### config.mk
export PLATFORM = sky130hd
export DESIGN_NAME = fetch_decode_ctrl
export DESIGN_NICKNAME = d
export VERILOG_FILES = /design/src/rtl/fd_pkg.sv /design/src/rtl/instr_decoder.sv /design/src/rtl/fetch_decode_ctrl.sv
export SDC_FILE = /design/constraint.sdc
export NUM_CORES = 1
export LEC_CHECK = 0
export CORE_MARGIN = 4
export CORE_UTILIZATION = 45
export DETAILED_ROUTE_END_ITERATION = 7
export GPL_TIMING_DRIVEN = 0
export PLACE_DENSITY = 0.78
export SYNTH_ARGS = -nofsm -noshare
export SYNTH_HDL_FRONTEND = slang
export SYNTH_HIERARCHICAL = 1
export SYNTH_SLANG_ARGS = --single-unit
### constraint.sdc
create_clock -name clk -period 2.2 [get_ports clk]
set_clock_uncertainty 0.05 [all_clocks]
set_input_delay 0.44 -clock clk [delete_from_list [all_inputs] [get_ports clk]]
set_output_delay 0.44 -clock clk [all_outputs]
set_load 0.02 [all_outputs]
### src/rtl/fd_pkg.sv
// ---------------------------------------------------------------------------
// fd_pkg
// Shared definitions for the fetch/decode control stage: FSM state encoding,
// supported RV32 opcodes, halt-cause codes, ALU control codes understood by
// the downstream datapath and an immediate sign-extension helper.
// ---------------------------------------------------------------------------
package fd_pkg;

   typedef enum logic [2:0] {
      FETCH  = 3'd0,
      DECODE = 3'd1,
      EXEC   = 3'd2,
      WB     = 3'd3,
      HALT   = 3'd4
   } fd_state_e;

   localparam logic [6:0] OP_R = 7'b0110011;
   localparam logic [6:0] OP_I = 7'b0010011;

   localparam logic [1:0] HC_NONE    = 2'b00;
   localparam logic [1:0] HC_ILLEGAL = 2'b01;
   localparam logic [1:0] HC_TIMEOUT = 2'b10;

   localparam logic [3:0] ALU_ADD  = 4'b0000;
   localparam logic [3:0] ALU_SUB  = 4'b1000;
   localparam logic [3:0] ALU_SLT  = 4'b0010;
   localparam logic [3:0] ALU_SLTU = 4'b0011;

   // Sign-extend a 12-bit I-type immediate to 32 bits.
   function automatic logic [31:0] sext12(input logic [11:0] v);
      return {{20{v[11]}}, v};
   endfunction

endpackage

### src/rtl/instr_decoder.sv
// ---------------------------------------------------------------------------
// instr_decoder
// Purely combinational RV32 R-type / I-type ALU instruction decoder.
// Ports:
//   instr_i        instruction word
//   rs1_o, rs2_o   source register indices (rs2 forced to 0 for I-type)
//   rd_o           destination register index
//   alu_ctrl_o     ALU operation {funct7[5], funct3} style encoding
//   alu_src_imm_o  1 = operand B is the immediate
//   imm_o          sign-extended I-type immediate, 0 for R-type
//   legal_o        1 = opcode is supported
// ---------------------------------------------------------------------------
module instr_decoder
   import fd_pkg::*;
(
   input  logic [31:0] instr_i,
   output logic [4:0]  rs1_o,
   output logic [4:0]  rs2_o,
   output logic [4:0]  rd_o,
   output logic [3:0]  alu_ctrl_o,
   output logic        alu_src_imm_o,
   output logic [31:0] imm_o,
   output logic        legal_o
);

   logic [6:0] opcode_s;
   logic [2:0] funct3_s;

   assign opcode_s = instr_i[6:0];
   assign funct3_s = instr_i[14:12];

   // Map the instruction word onto datapath control fields.
   always_comb begin
      rs1_o         = instr_i[19:15];
      rd_o          = instr_i[11:7];
      rs2_o         = 5'd0;
      alu_ctrl_o    = ALU_ADD;
      alu_src_imm_o = 1'b0;
      imm_o         = 32'd0;
      legal_o       = 1'b0;
      case (opcode_s)
         OP_R: begin
            rs2_o      = instr_i[24:20];
            alu_ctrl_o = {instr_i[30], funct3_s};
            legal_o    = 1'b1;
         end
         OP_I: begin
            // Only the shift-right pair uses funct7[5] (SRLI vs SRAI); for the
            // other I-type ops those bits belong to the immediate.
            if (funct3_s == 3'b101) begin
               alu_ctrl_o = {instr_i[30], funct3_s};
            end else begin
               alu_ctrl_o = {1'b0, funct3_s};
            end
            alu_src_imm_o = 1'b1;
            imm_o         = sext12(instr_i[31:20]);
            legal_o       = 1'b1;
         end
         default: begin
            legal_o = 1'b0;
         end
      endcase
   end

endmodule

### src/rtl/fetch_decode_ctrl.sv
// ---------------------------------------------------------------------------
// fetch_decode_ctrl
// Multi-cycle fetch/decode control stage: FETCH -> DECODE -> EXEC -> WB,
// with a terminal HALT on illegal opcode or fetch timeout.
// Ports:
//   clk, reset          clock, asynchronous active-low reset
//   imem_req/addr       instruction fetch request and byte address (= pc)
//   imem_valid/rdata    instruction return
//   stall               freezes the whole stage
//   mem_read_addr_1/2   rs1 / rs2 to register file
//   mem_write_addr      rd to register file
//   alu_ctrl            ALU operation
//   alu_src_imm, imm    immediate operand select and value
//   r_or_w              register write enable (WB only)
//   pc                  program counter
//   halted, halt_cause  sticky halt flag and reason
// ---------------------------------------------------------------------------
module fetch_decode_ctrl
   import fd_pkg::*;
#(
   parameter int unsigned     PC_W     = 32,
   parameter logic [PC_W-1:0] RESET_PC = {PC_W{1'b0}},
   parameter int unsigned     WAIT_MAX = 15
) (
   input  logic            clk,
   input  logic            reset,
   output logic            imem_req,
   output logic [PC_W-1:0] imem_addr,
   input  logic            imem_valid,
   input  logic [31:0]     imem_rdata,
   input  logic            stall,
   output logic [4:0]      mem_read_addr_1,
   output logic [4:0]      mem_read_addr_2,
   output logic [4:0]      mem_write_addr,
   output logic [3:0]      alu_ctrl,
   output logic            alu_src_imm,
   output logic [31:0]     imm,
   output logic            r_or_w,
   output logic [PC_W-1:0] pc,
   output logic            halted,
   output logic [1:0]      halt_cause
);

   localparam int unsigned      WAIT_W    = (WAIT_MAX < 2) ? 1 : $clog2(WAIT_MAX);
   localparam logic [WAIT_W-1:0] WAIT_LAST = WAIT_W'(WAIT_MAX - 1);

   fd_state_e         state_q;
   logic [PC_W-1:0]   pc_q;
   logic [PC_W-1:0]   pc_d;
   logic [31:0]       ir_q;
   logic [WAIT_W-1:0] wait_q;
   logic              req_q;
   logic [4:0]        rs1_q, rs2_q, rd_q;
   logic [3:0]        alu_q;
   logic              src_imm_q;
   logic [31:0]       imm_q;
   logic              wr_q;
   logic              halted_q;
   logic [1:0]        cause_q;

   logic [4:0]  dec_rs1_s, dec_rs2_s, dec_rd_s;
   logic [3:0]  dec_alu_s;
   logic        dec_src_imm_s;
   logic [31:0] dec_imm_s;
   logic        dec_legal_s;

   instr_decoder u_dec (
      .instr_i       (ir_q),
      .rs1_o         (dec_rs1_s),
      .rs2_o         (dec_rs2_s),
      .rd_o          (dec_rd_s),
      .alu_ctrl_o    (dec_alu_s),
      .alu_src_imm_o (dec_src_imm_s),
      .imm_o         (dec_imm_s),
      .legal_o       (dec_legal_s)
   );

   assign pc_d = pc_q + PC_W'(4);

   // Control FSM with all outputs registered; stall freezes every register.
   always_ff @(posedge clk or negedge reset) begin
      if (!reset) begin
         state_q   <= FETCH;
         pc_q      <= RESET_PC;
         ir_q      <= 32'd0;
         wait_q    <= {WAIT_W{1'b0}};
         req_q     <= 1'b0;
         rs1_q     <= 5'd0;
         rs2_q     <= 5'd0;
         rd_q      <= 5'd0;
         alu_q     <= ALU_ADD;
         src_imm_q <= 1'b0;
         imm_q     <= 32'd0;
         wr_q      <= 1'b0;
         halted_q  <= 1'b0;
         cause_q   <= HC_NONE;
      end else if (!stall) begin
         case (state_q)
            FETCH: begin
               // The first FETCH cycle after entry only raises the request;
               // a word is accepted only while the request is visible.
               if (!req_q) begin
                  req_q <= 1'b1;
               end else if (imem_valid) begin
                  ir_q    <= imem_rdata;
                  req_q   <= 1'b0;
                  wait_q  <= {WAIT_W{1'b0}};
                  state_q <= DECODE;
               end else if (wait_q == WAIT_LAST) begin
                  req_q    <= 1'b0;
                  halted_q <= 1'b1;
                  cause_q  <= HC_TIMEOUT;
                  state_q  <= HALT;
               end else begin
                  wait_q <= wait_q + WAIT_W'(1);
               end
            end
            DECODE: begin
               if (dec_legal_s) begin
                  rs1_q     <= dec_rs1_s;
                  rs2_q     <= dec_rs2_s;
                  rd_q      <= dec_rd_s;
                  alu_q     <= dec_alu_s;
                  src_imm_q <= dec_src_imm_s;
                  imm_q     <= dec_imm_s;
                  state_q   <= EXEC;
               end else begin
                  halted_q <= 1'b1;
                  cause_q  <= HC_ILLEGAL;
                  state_q  <= HALT;
               end
            end
            EXEC: begin
               // Writes to x0 are suppressed at the source.
               wr_q    <= (rd_q != 5'd0);
               state_q <= WB;
            end
            WB: begin
               wr_q    <= 1'b0;
               pc_q    <= pc_d;
               req_q   <= 1'b1;
               state_q <= FETCH;
            end
            HALT: begin
               state_q <= HALT;
            end
            default: begin
               req_q    <= 1'b0;
               wr_q     <= 1'b0;
               halted_q <= 1'b1;
               state_q  <= HALT;
            end
         endcase
      end
   end

   assign imem_req        = req_q;
   assign imem_addr       = pc_q;
   assign pc              = pc_q;
   assign mem_read_addr_1 = rs1_q;
   assign mem_read_addr_2 = rs2_q;
   assign mem_write_addr  = rd_q;
   assign alu_ctrl        = alu_q;
   assign alu_src_imm     = src_imm_q;
   assign imm             = imm_q;
   assign r_or_w          = wr_q;
   assign halted          = halted_q;
   assign halt_cause      = cause_q;

endmodule

==> results of run 1 <==
kinds of logic after synthesis:
logic type	count (synthesis)	synth area share, %
other	1	0.0620
XOR/XNOR	29	4.20
adder cells (fa/ha/maj)	3	0.620
buffers and inverters	113	11.8
AO/OA/AOI/OAI	26	3.02
multiplexers	84	15.6
flip-flops	126	52.1
AND/OR/NAND/NOR	113	12.6
worst min-delay path by stage:
stage,start,end,slack [ps],cells after the start
after floorplan,reset,alu_ctrl[0],90,0
after global placement,halted,halted,420,2
after detailed placement,reset,halt_cause[1],380,1
after CTS,imem_valid,wait_q[0],370,2
after global routing,imem_valid,wait_q[0],410,2
final,imem_valid,wait_q[0],390,2
state kept, by name, indices dropped and copies added, names as in the netlist:
name and flops:
imm 32, ir_q 32, imem_addr 30, mem_read_addr_1 5, mem_read_addr_2 5, mem_write_addr 5, alu_ctrl 4, wait_q 4
state_q 3, halt_cause 2, alu_src_imm 1, halted 1, imem_req 1, r_or_w 1
metal layers:
| metal | track usage (%) | up-vias | wire length (µm) |
|---|---|---|---|
| li1 | - | 2010 | - |
| met1 | 22.4 | 2166 | 5750 |
| met2 | 31.7 | 134 | 7060 |
| met3 | 6.99 | 17 | 1130 |
| met4 | 7.19 | 0 | 204 |
| met5 | 0 | - | 0 |
critical path, delay by kind of cell (launching register included):
| kind | cells | cell delay (ps) |
|---|---|---|
| buf+inv | 2 | 340 |
| flops | 1 | 380 |
| xor+xnor | 1 | 180 |
| simple gates | 3 | 1110 |
power by group through the flow:
stage | Clock, mW | Sequential [mW] | Combinational [mW]
2_1_floorplan | 0 | 2.40 | 0.0798
3_3_place_gp | 0 | 2.40 | 0.193
3_5_place_dp | 0 | 2.40 | 0.206
4_1_cts | 2.72 | 2.36 | 0.211
5_1_grt | 2.82 | 2.37 | 0.228
6_report | 2.68 | 2.36 | 0.207
what timing repair did:
item,in CTS,in global routing
setup endpoints to repair,99,94
pin swaps,2,4
cloned,1,0
hold buffers,1,0
gates resized for setup,29,18
buffers inserted,1,3
hold endpoints to repair,54,0
stage by stage:
stage / hold WS (ps) / power [mW] / utilization (%) / setup TNS (ps)
finish: 391 / 5.25 / 65.3 / 0
global route: 411 / 5.42 / 65.3 / -116
CTS: 371 / 5.30 / 64.6 / -46.2
detailed placement: 385 / 2.61 / 59.4 / -65640
global placement: 415 / 2.59 / 59.2 / -579060
floorplan: 94.4 / 2.48 / - / -0.157
cells in the mapped netlist, types with 2 or more instances:
cell | count | area [µm²]
nand2_1 | 14 | 52.6
a211oi_1 | 2 | 15.0
inv_1 | 25 | 93.8
nor2_1 | 13 | 48.8
buf_6 | 6 | 67.6
dfrtp_1 | 126 | 3150
or4_1 | 2 | 15.0
xnor2_1 | 11 | 96.3
mux2_1 | 30 | 338
ha_1 | 3 | 37.5
and3_1 | 7 | 43.8
nand2b_1 | 4 | 25.0
xor2_1 | 18 | 158
a21oi_1 | 7 | 35.0
o31ai_1 | 2 | 15.0
o21ai_0 | 5 | 25.0
clkbuf_1 | 9 | 33.8
nor4_1 | 11 | 68.8
nor3_1 | 17 | 85.1
and4_1 | 3 | 26.3
nand3_1 | 11 | 55.1
buf_2 | 2 | 10.0
buf_1 | 6 | 22.5
buf_4 | 64 | 480
mux2_2 | 54 | 608
nand4_1 | 5 | 31.3
nor4_2 | 16 | 200
o22ai_1 | 3 | 18.8
cell type report:
cell class                      instances  area [µm²]  area share, %
Sequential cell                       126        3150           36.6
Multi-Input combinational cell        260        2320           26.9
Timing Repair Buffer                  157        1580           18.3
Buffer                                 86         669           7.78
Clock buffer                           25         515           5.99
Tap cell                              176         220           2.56
Inverter                               26        97.6           1.13
Clock inverter                          5        55.1          0.639
==> impl_metrics.toml, run 1 <==
[route]
drt_pass1_iterations = 6
wl_um = 14100
drc = 0
drtIter0Drc = 267
postRouteAntennaNets = 0
routed_via_density = 5.03
vias = 4327
wl_per_cell_um = 16.4

[sta]
fmax_mhz = 467
relSlewSlack_pct = 48.9
post-route-period-util_pct = 97.3
fin_ws_ps = 58.9
slew_viol_final = 0
period_minus_slack_ps = 2140
setup_viol = 0
timing.final.hold_violations = 0
grt_setup_unrepaired = "yes"
worst_pin_slew_ps = 761

[clocking]
htreeDepth = 4
root_buffer = "clkbuf_16"
cts_buffer_depth = 2
worstSkewPairLatency_ps = 420
cts_tree = "done"
cts_sinks = 126
cts.clk_slew.worst_paths_ps = 60
numCtsBuffers = 17

[worst_setup_path]
r2r_end = "imem_addr[14]"
rr_startpoint = "state_q[2]"
crit_path_max_fanout = 10
reg2reg_slack_ps = 60
required_ps = 2490
critPathArrivalTime_ps = 2430
crit_path_end = "imem_addr[14]"
crit_start = "state_q[2]"
startpoint_type = "register"
end_kind = "register"
crit_chain = "clkbuf_8 -> or3b_4 -> or4_4 -> buf_8 -> nor3_2 -> xor2_1"
crit_slowest_cell = "or4_4"
crit_path_max_incr_delay_ps = 540
r2r_cells = 6
crit_type = "register to register"

[pwr]
switching_power_mw = 1.09
pwr-share-clk_pct = 51.1
power_frac_seq_pct = 45.0
swShare_pct = 20.7
p_int_mw = 4.16
max-vdd-ir-drop_uv = 424
p_leak_nw = 4.09
comb_power_share_pct = 3.9
p_per_area_nw_per_um2 = 610

[finish]
final_common_cell = "clkdlybuf4s50_1"
final_net_count = 713
antennaDiodeCount = 0
stdcell_count = 861
area_growth_syn_to_layout_pct = 42.3
final_cell_mix = "149 x clkdlybuf4s50_1, 126 x dfrtp_1, 74 x buf_4, 54 x mux2_2, 30 x mux2_1"
fin_area_um2 = 8610
drive_above_1_share_pct = 29.9
nFillCells = 985

[min_path]
min_path_type = "input pin to register"

[synthesis]
synth-edff-count = 0
async_flop_share_pct = 100
yosys_warnings = 6
ys_seq_area_share_pct = 52.1
syn_area_per_cell_um2 = 12.2
synthesis.instances = 495
ys_types = 47
ys_seq_elements = 126
syn_area_um2 = 6050
ys.flop_type = "dfrtp_1"

[die]
die_w_um = 124
die_h_um = 124
io_pins = 157
start_util_pct = 45.9
core_area_um2 = 13200
dieArea_um2 = 15400
row_count = 42

[grt]
grt_max_degree = 73
grt_use_total_pct = 19.0
grt_antenna_before_repair = 0
grt_pass1_wl_um = 22200
grt_pass1_vias = 4493
grt.overflow.total = 0

[placement]
port_buffers = 151
place_area_um2 = 7840
placedCellCount = 826
dp_hpwl_um = 10000
place_congestion = 0.835
place_ws_ps = -808

[flow_run]
drv_cap = 0

[run_status]
status = "finished, final reports clean"
Power figures use the tool's default switching activity.
==> inputs of run 2 (changes only) <==
--- a/config.mk
+++ b/config.mk
@@ -6,10 +6,11 @@
 export NUM_CORES = 1
 export LEC_CHECK = 0
 export CORE_MARGIN = 4
-export CORE_UTILIZATION = 45
+export CORE_UTILIZATION = 40
 export DETAILED_ROUTE_END_ITERATION = 7
 export GPL_TIMING_DRIVEN = 0
-export PLACE_DENSITY = 0.78
+export PLACE_DENSITY = 0.7
+export SLEW_MARGIN = 20
 export SYNTH_ARGS = -nofsm -noshare
 export SYNTH_HDL_FRONTEND = slang
 export SYNTH_HIERARCHICAL = 1
==> impl_metrics.toml, run 2 (synthesis results as in run 1) <==
[finish]
final_net_count = 712
antennaDiodeCount = 0
final_cell_mix = "149 x clkdlybuf4s50_1, 124 x dfrtp_1, 68 x buf_4, 54 x mux2_2, 30 x mux2_1"
area_growth_syn_to_layout_pct = 42.2
final_common_cell = "clkdlybuf4s50_1"
stdcell_count = 869
drive_above_1_share_pct = 29.8
fin_area_um2 = 8610

[clocking]
cts.clk_slew.worst_paths_ps = 50
root_buffer = "clkbuf_16"
cts_buffer_depth = 2
htreeDepth = 4
cts_sinks = 126
numCtsBuffers = 17
cts_tree = "done"
worstSkewPairLatency_ps = 410

[route]
postRouteAntennaNets = 0
routed_via_density = 4.97
wl_um = 14300
vias = 4318
drtIter0Drc = 193
wl_met3_um = 1100
drc = 0
route.met2.wl_um = 6900
drt_pass1_iterations = 4
top_layer_used = "met4"
wl_per_cell_um = 16.5
wl_met1_um = 6110

[placement]
place_congestion = 0.816
dp_hpwl_um = 10100
port_buffers = 151
placedCellCount = 834
place_area_um2 = 7850

[grt]
grt_pass1_wl_um = 22800
grt_max_degree = 72
grt.overflow.total = 0
grt_pass1_vias = 4435
grt_antenna_before_repair = 0
grt_use_total_pct = 17.2

[pwr]
p_leak_nw = 4.08
total_power_mw = 5.08
p_per_area_nw_per_um2 = 590
max-vdd-ir-drop_uv = 462

[sta]
relSlewSlack_pct = 49.3
post-route-period-util_pct = 98.0
worst_pin_slew_ps = 755
slew_viol_final = 0
setup_viol = 0
fmax_mhz = 464
whs_ps = 430
timing.final.hold_violations = 0
period_minus_slack_ps = 2160
tns_ps = 0

[worst_setup_path]
critPathArrivalTime_ps = 2400
startpoint_type = "register"
crit_type = "register to register"
end_kind = "register"
required_ps = 2440
crit_path_max_fanout = 10

[run_status]
status = "finished, final reports clean"

[die]
start_util_pct = 41.2
die_w_um = 131
die_h_um = 131
core_area_um2 = 14700
dieArea_um2 = 17200
io_pins = 157
row_count = 44

[flow_run]
drv_cap = 0

[min_path]
min_path_type = "register to register"
-- run 2: what timing repair did --
| item | in CTS | in global routing |
|---|---|---|
| endpoints found under the hold margin | 55 | 0 |
| hold buffers | 1 | 0 |
| pin swaps | 2 | 0 |
| gates cloned | 2 | 0 |
| setup buffers | 1 | 1 |
| setup endpoints to repair | 100 | 90 |
| resized for setup | 31 | 15 |
-- run 2: power by group --
| group | total [mW] | internal, mW | switching [mW] |
|---|---|---|---|
| sequential | 2.36 | 2.34 | 0.0180 |
| clock | 2.50 | 1.54 | 0.966 |
| combinational | 0.210 | 0.101 | 0.108 |
-- run 2: layer usage --
layer	vias to the layer above	GRT usage (%)
met5	-	0
met4	0	6.47
met3	22	5.77
met2	167	28.6
met1	2113	20.8
li1	2016	-
-- run 2: critical path: stages, from the launching register on --
cell,delay [ps]
dfrtp_1,370
or2_1,230
buf_6,140
buf_6,140
nor2_1,210
and3_4,310
buf_4,230
mux2_2,360
-- run 2: metrics by stage --
step | setup WS (ps) | util, %
after global routing | -6.21 | 58.5
after floorplan | -0.157 | -
after detailed placement | -803 | 53.4
after global placement | -4170 | 53.2
after CTS | 9.85 | 58.1
final | 44.7 | 58.5
-- run 2: cell type report --
class | instances | area, µm²
fillers | 1165 | 6090
flip-flops and latches | 126 | 3160
multi-input cells | 260 | 2320
repair buffers | 156 | 1600
clock inverters | 7 | 37.5
clock buffers | 24 | 492
plain buffers | 86 | 679
well taps | 184 | 230
inverters | 26 | 97.6
-- run 2: final timing paths --
check | slack [ps] | endpoint | startpoint | cells after the start
min reg2reg | 430 | ir_q[2] | ir_q[2] | 1
min | 430 | ir_q[2] | ir_q[2] | 1
max | 40 | imm[7] | ir_q[3] | 7
max reg2reg | 40 | imm[7] | ir_q[3] | 7
min in group asynchronous | 510 | halt_cause[0] | reset | 2
max in group asynchronous | 850 | ir_q[19] | reset | 3
